### src/rtl/xgriscv_wb_stage.sv
// Writeback stage: MEM/WB register, load alignment/extension, result select, bypass.
// Optional retired-instruction counter built when XGRISCV_INSTRET_EN is defined.
module xgriscv_wb_stage #(
  parameter int unsigned XLEN        = 32,
  parameter int unsigned RFIDX_WIDTH = 5
) (
  input  logic                   clk,
  input  logic                   rstn,
  input  logic                   m_valid,
  input  logic                   m_regwrite,
  input  logic [RFIDX_WIDTH-1:0] m_rd,
  input  logic [1:0]             m_wbsel,
  input  logic [2:0]             m_lsfunct3,
  input  logic [XLEN-1:0]        m_alures,
  input  logic [XLEN-1:0]        m_memdata,
  input  logic [XLEN-1:0]        m_pcplus4,
  input  logic [XLEN-1:0]        m_imm,
  input  logic                   wb_stall,
  input  logic                   wb_flush,
  output logic                   we3,
  output logic [RFIDX_WIDTH-1:0] wa3,
  output logic [XLEN-1:0]        wd3,
  output logic                   fwd_valid,
  output logic [RFIDX_WIDTH-1:0] fwd_rd,
  output logic [XLEN-1:0]        fwd_data,
  output logic                   wb_misalign,
  output logic [63:0]            instret
);

  logic                   valid_q, valid_d;
  logic                   fresh_q, fresh_d;
  logic                   regwrite_q, regwrite_d;
  logic [RFIDX_WIDTH-1:0] rd_q, rd_d;
  logic [1:0]             wbsel_q, wbsel_d;
  logic [2:0]             lsfunct3_q, lsfunct3_d;
  logic [XLEN-1:0]        alures_q, alures_d;
  logic [XLEN-1:0]        memdata_q, memdata_d;
  logic [XLEN-1:0]        pcplus4_q, pcplus4_d;
  logic [XLEN-1:0]        imm_q, imm_d;

  // Capture on unstalled cycles; flush overrides stall and drops the incoming op.
  always_comb begin
    valid_d    = valid_q;
    fresh_d    = fresh_q;
    regwrite_d = regwrite_q;
    rd_d       = rd_q;
    wbsel_d    = wbsel_q;
    lsfunct3_d = lsfunct3_q;
    alures_d   = alures_q;
    memdata_d  = memdata_q;
    pcplus4_d  = pcplus4_q;
    imm_d      = imm_q;
    if (wb_flush) begin
      valid_d = 1'b0;
      fresh_d = 1'b0;
    end else if (wb_stall) begin
      fresh_d = 1'b0;
    end else begin
      valid_d    = m_valid;
      fresh_d    = 1'b1;
      regwrite_d = m_regwrite;
      rd_d       = m_rd;
      wbsel_d    = m_wbsel;
      lsfunct3_d = m_lsfunct3;
      alures_d   = m_alures;
      memdata_d  = m_memdata;
      pcplus4_d  = m_pcplus4;
      imm_d      = m_imm;
    end
  end

  always_ff @(posedge clk) begin
    if (!rstn) begin
      valid_q    <= 1'b0;
      fresh_q    <= 1'b0;
      regwrite_q <= 1'b0;
      rd_q       <= '0;
      wbsel_q    <= 2'b00;
      lsfunct3_q <= 3'b000;
      alures_q   <= '0;
      memdata_q  <= '0;
      pcplus4_q  <= '0;
      imm_q      <= '0;
    end else begin
      valid_q    <= valid_d;
      fresh_q    <= fresh_d;
      regwrite_q <= regwrite_d;
      rd_q       <= rd_d;
      wbsel_q    <= wbsel_d;
      lsfunct3_q <= lsfunct3_d;
      alures_q   <= alures_d;
      memdata_q  <= memdata_d;
      pcplus4_q  <= pcplus4_d;
      imm_q      <= imm_d;
    end
  end

  logic [7:0]      ld_byte;
  logic [15:0]     ld_half;
  logic [XLEN-1:0] load_data;
  logic            misalign;
  logic            rd_nz;

  // Load lane extraction; unknown funct3 codes behave as lw.
  always_comb begin
    ld_byte   = 8'h00;
    ld_half   = alures_q[1] ? memdata_q[31:16] : memdata_q[15:0];
    load_data = memdata_q;
    misalign  = 1'b0;
    case (alures_q[1:0])
      2'd0:    ld_byte = memdata_q[7:0];
      2'd1:    ld_byte = memdata_q[15:8];
      2'd2:    ld_byte = memdata_q[23:16];
      default: ld_byte = memdata_q[31:24];
    endcase
    case (lsfunct3_q)
      3'b000:  load_data = {{(XLEN-8){ld_byte[7]}}, ld_byte};
      3'b100:  load_data = {{(XLEN-8){1'b0}}, ld_byte};
      3'b001:  load_data = {{(XLEN-16){ld_half[15]}}, ld_half};
      3'b101:  load_data = {{(XLEN-16){1'b0}}, ld_half};
      default: load_data = memdata_q;
    endcase
    if (wbsel_q == 2'b01) begin
      case (lsfunct3_q)
        3'b000, 3'b100: misalign = 1'b0;
        3'b001, 3'b101: misalign = alures_q[0];
        default:        misalign = (alures_q[1:0] != 2'b00);
      endcase
    end
  end

  always_comb begin
    case (wbsel_q)
      2'b00:   wd3 = alures_q;
      2'b01:   wd3 = load_data;
      2'b10:   wd3 = pcplus4_q;
      default: wd3 = imm_q;
    endcase
  end

  assign rd_nz       = (rd_q != '0);
  assign wa3         = rd_q;
  assign we3         = valid_q & fresh_q & regwrite_q & rd_nz & ~misalign;
  // A held (stalled) result remains a valid bypass source.
  assign fwd_valid   = valid_q & regwrite_q & rd_nz & ~misalign;
  assign fwd_rd      = wa3;
  assign fwd_data    = wd3;
  assign wb_misalign = valid_q & fresh_q & misalign;

`ifdef XGRISCV_INSTRET_EN
  logic [63:0] instret_q, instret_d;
  logic        retire;

  assign retire = valid_q & fresh_q & ~misalign;

  always_comb begin
    instret_d = instret_q + 64'(retire);
  end

  always_ff @(posedge clk) begin
    if (!rstn) instret_q <= 64'd0;
    else       instret_q <= instret_d;
  end

  assign instret = instret_q;
`else
  assign instret = 64'd0;
`endif

endmodule
### config.mk
export PLATFORM = sky130hd
export DESIGN_NAME = xgriscv_wb_stage
export DESIGN_NICKNAME = d
export VERILOG_FILES = /design/src/rtl/xgriscv_wb_stage.sv
export SDC_FILE = /design/constraint.sdc
export NUM_CORES = 1
export LEC_CHECK = 0
export BUFFER_PORTS_ARGS = -buffer_cell sky130_fd_sc_hd__buf_2
export CAP_MARGIN = 5
export CELL_PAD_IN_SITES_DETAIL_PLACEMENT = 1
export CELL_PAD_IN_SITES_GLOBAL_PLACEMENT = 1
export CORE_UTILIZATION = 35
export DETAILED_ROUTE_END_ITERATION = 8
export MAX_ROUTING_LAYER = met4
export PLACE_DENSITY = 0.84
export SYNTH_ARGS = -nofsm -noshare
export SYNTH_HDL_FRONTEND = slang
export SYNTH_SLANG_ARGS = --single-unit
export TNS_END_PERCENT = 50
### constraint.sdc
create_clock -name clk -period 2.5 [get_ports clk]
set_clock_uncertainty 0.2 [all_clocks]
set_input_delay 0.125 -clock clk [delete_from_list [all_inputs] [get_ports clk]]
set_output_delay 0.125 -clock clk [all_outputs]
set_load 0.01 [all_outputs]
; ---- Yosys cells after proc, flatten, opt, wreduce, memory -nomap -nowiden
; Index checks and enable logic that the tools add are counted.
[totals]
out_inout_bits = 141
reg_bits = 141
[classes]
n_reduce_logical = 9
n_mux = 7
eq_ne = 7
bitwise_logic = 12
[ops]
columns = cell, count
row1 = one-hot mux 32 bit (4 select lines), 1
row2 = one-hot mux 32 bit (3 select lines), 1
row3 = one-hot mux 8 bit (3 select lines), 1
row4 = 2-to-1 mux 16 bit, 1
row5 = bitwise AND 1 bit, 8
row6 = equality test 3 bit (second input constant), 2
row7 = OR reduction 2 bit, 3
row8 = nonzero test 5 bit, 1
row9 = equality test 2 x 1 -> 1 bit (second input constant), 2
row10 = equality test 2 bit (second input constant), 2
row11 = logical NOT 2 bit, 2
row12 = NOT 1 bit, 4
row13 = equality test 3 x 1 -> 1 bit (second input constant), 1
row14 = logical NOT 3 bit, 1
row15 = 2-to-1 mux 1 bit, 2
row16 = one-hot mux 1 bit (2 select lines), 1
row17 = AND reduction 2 bit, 1
row18 = nonzero test 2 bit, 1

; ---- Longest topological paths before layout
[depth]
word_depth = 6
mapped_depth = 7

; ---- Worst setup path after synthesis
; Ideal clock, no wire load.
[synth_timing]
path_kind = register to output
start = register alures_q[1]
end = output port wd3[17]
path_slack_ns = 0.413
arrival_time_ns = 1.762
path_stages_with_launch = 8
path_buffers = 3
path_cell_list = dfxtp_1 buf_6 mux2_4 mux2_4 a41oi_4 buf_6 a22oi_1 buf_4
[synth_via]
elab_chain_cells = 4
word_cells_on_any_way = 7
cone_classes = eq/ne (2) / mux (4) / reduce/logical (1)
[synth_rtl]
columns = element, line_no
row1 = start: declaration, 36  ; logic [XLEN-1:0] alures_q, alures_d;
row2 = start signal: assignment, 91  ; alures_q <= alures_d;
row3 = equality test 2 bit (tied with other cells), 110  ; case (alures_q[1:0])
row4 = one-hot mux 8 bit (3 select lines), 110
row5 = one-hot mux 32 bit (4 select lines) *, 116  ; case (lsfunct3_q)
row6 = one-hot mux 32 bit (3 select lines) *, 133  ; case (wbsel_q)
row7 = end: declaration, 22  ; output logic [XLEN-1:0] wd3,
; Mark *: on every way between the ends. The rest lies on a longest branch, timed or not.

; ---- Worst setup path after layout
[layout_timing]
start = register alures_q[0]
end = output port wd3[13]
[layout_via]
elab_chain_cells = 4
word_cells_on_any_way = 6
cone_classes = eq/ne (2) / mux (3) / reduce/logical (1)
[layout_rtl]
columns = element, line_no
row1 = equality test 2 bit (tied with other cells), 110
row2 = one-hot mux 8 bit (3 select lines) *, 110
row3 = one-hot mux 32 bit (4 select lines) *, 116
row4 = one-hot mux 32 bit (3 select lines) *, 133
; Marks and branches as above.

==> metrics.cfg <==
[global_route]
antenna_found_initial=4
grt_pass1_vias=8249
gr-total-overflow=0
grt_use_total_pct=27.10
grt_max_degree=79
grt_pass1_wl_mm=43.98

[die]
die_w_um=147.7
core_um2=20490
boundaryPins=285
die_h_um=147.7
num_rows=52
start_util_pct=36.25
die-area_um2=21810

[yosys]
ys_ff_latch=141
synthCells=930
synth_common_cells=nand2_1, a21boi_0, dfxtp_1
synth-edff-count=0
avgSynthCellArea_um2=7.989
synth.area.top_cells=dfxtp_1, nand2_1, a21boi_0
synthMostInstantiatedCell=nand2_1
syn_area_um2=7430
synth_simple_gate_area_share_pct=17.95
synth_top_area_cell=dfxtp_1
synth_xor_area_share_pct=0
synth_cell_types=34
synth.top_cell.area_share_pct=37.99
synth_warnings=0
synth_compound_area_share_pct=23.07
ys_seq_area_share_pct=37.99
synthMuxAreaShare_pct=6.399
async_flop_share_pct=0
yosys.area_share.adder_pct=0
synth_ff_type=dfxtp_1
synth_top_family_by_area=compound AO/OA/AOI/OAI gates

[critical_path]
crit_chain=mux4_2 -> and2_4 -> o31ai_4 -> buf_6 -> o21ai_4 -> buf_6
rrSetupSlack_ps=880
cp.required_ps=2170
end_kind=primary output
crit_top_cell=buf_6
worst_path_largest_cell_delay_ps=500
worstPathArrival_ps=2190
slowest_stage=mux4_2
crit_buf_inv=2
reg2reg_depth=3
cpLargestDelayFamily=multiplexers
critical_path_depth=6
critPathKind=reg -> out
crit_fanout=7
startpoint_type=register

[power_and_ir_drop]
total_leakage_power_nw=4.525
p_per_area_nw_per_um2=564.0
total_power_mw=6.054
ir_drop_uv=404.1

[route]
route.vias.total=7669
finalWirelength_mm=29.18
drt_iter0_drc=498
routed_via_density=5.006
remaining_drc_errors=0
detail-route-antenna-nets=0
first_pass_iters=5
routedWlPerCell_um=19.04

[clock_network]
cts.htree.levels=4
clkTransAtPathRegs_ps=60
cts_root_buf=clkbuf_16
cts_num_sinks=141
clk-insertion-delay-late_ps=420
clockBufferDepth=2
cts_tree=built
cts_made_buffers=17

[timing]
setup_violations=5
worst_pin_slew_ps=718.3
hold_viol=0
rsz0062_at_grt=yes
maxSlewViolCount=0
finalWorstSetupSlack_ps=-12.49
max_freq_ghz=0.3980
period_share_pct=100.5
holdWs_ps=12.31
tns_ps=-31.60
max_slew_margin_pct=52.11
min_period_ps=2512

[layout]
area_growth_pct=44.48
drive_gt1_share_pct=26.39
n_fill_cell=2442
layout.nets=1391
final_area_um2=10730

[placed_design]
dp_hpwl_mm=17.48
portBuffers=220
gp_congestion=0.9352
placed_area_um2=8338
pre_cts_slack_ps=260.9

[min_path]
hold_path_depth=4
min_path_type=in -> reg

[status]
violations=negative setup slack
outcome=finished, violations left

[run]
cap_violations=0

-- layout by cell type (no fill, tap or decap), types with 4 or more instances in the layout --
| cell | instances |
|---|---|
| a22o_1 | 6 |
| dlygate4sd3_1 | 153 |
| dfxtp_1 | 135 |
| a21oi_1 | 25 |
| clkbuf_16 | 18 |
| clkbuf_8 | 4 |
| a22oi_1 | 13 |
| o21ai_0 | 5 |
| diode_2 | 4 |
| a21boi_0 | 141 |
| nand2b_1 | 5 |
| mux2i_1 | 25 |
| o22ai_1 | 6 |
| a22oi_2 | 16 |
| conb_1 | 64 |
| o221ai_1 | 4 |
| mux2_2 | 10 |
| o211ai_1 | 5 |
| and3_1 | 17 |
| nand2_1 | 290 |
| or3_1 | 4 |
| buf_12 | 6 |
| buf_6 | 8 |
| buf_4 | 24 |
| inv_1 | 10 |
| buf_2 | 214 |
| o21ai_1 | 4 |
-- layout make-up --
cell class                      instances  area (um^2)  area share (%)
Tap cell                              270        337.8           3.147
Clock buffer                           24        491.7           4.581
Multi-Input combinational cell        671         3916           36.48
Inverter                               10        37.54          0.3497
Timing Repair Buffer                  406         3018           28.12
Clock inverter                          6        85.08          0.7926
Antenna cell                            4        10.01         0.09325
Sequential cell                       141         2838           26.44
-- state kept, by name (all words and copies together), names as in the netlist --
register    count
alures_q       32
pcplus4_q      32
fwd_rd          5
memdata_q      32
lsfunct3_q      3
regwrite_q      1
wbsel_q         2
imm_q          32
valid_q         1
fresh_q         1
-- power breakdown --
part           internal [mW]  switching (mW)
Clock                   1.56           0.974
Sequential              2.35          0.0914
Combinational          0.523           0.553
-- logic make-up after synthesis --
group / after synthesis
AO/OA/AOI/OAI: 235
buffers and inverters: 181
flip-flops: 141
multiplexers: 41
other: 1
AND/OR/NAND/NOR: 331
-- what timing repair did --
| action | in CTS | in global routing |
|---|---|---|
| endpoints found under the hold margin | 140 | 0 |
| buffers inserted | 0 | 4 |
| cloned | 0 | 1 |
| hold buffers | 153 | 0 |
| setup endpoints to repair | 56 | 54 |
| gates resized for setup | 20 | 37 |
| pin swaps | 0 | 8 |
-- final timing paths --
check | from | to
max | alures_q[0]$_SDFFE_PN0P_ | wd3[13]
min | wb_stall | alures_q[28]$_SDFFE_PN0P_
max reg2reg | wbsel_q[1]$_SDFFE_PN0P_ | wbsel_q[1]$_SDFFE_PN0P_
min reg2reg | pcplus4_q[6]$_SDFFE_PN0P_ | pcplus4_q[6]$_SDFFE_PN0P_
-- per-stage QoR --
stage	instances	util (%)
5_1_grt	1532	52.37
3_5_place_dp	1340	40.68
3_3_place_gp	1340	40.68
2_1_floorplan	993	-
6_report	1532	52.37
4_1_cts	1523	51.18
-- layer usage --
| layer | part of all wire, % | routed length, um | global-route usage, % | vias to the layer above |
|---|---|---|---|---|
| met4 | 2.7 | 787 | 11.80 | 0 |
| met5 | 0 | 0 | - | - |
| met2 | 53 | 15500 | 47.81 | 296 |
| met1 | 39 | 11440 | 28.91 | 3719 |
| met3 | 5.0 | 1451 | 6.235 | 72 |
| li1 | - | - | - | 3582 |
-- worst register-to-register path: cells and delay by family, from the launching register on --
kind	cells	cell delay, ps
DFF	1	650
AOI/OAI and AO/OA	1	200
buffers and inverters	1	370
and+or+nand+nor	1	110
Power figures use the tool's default switching activity.
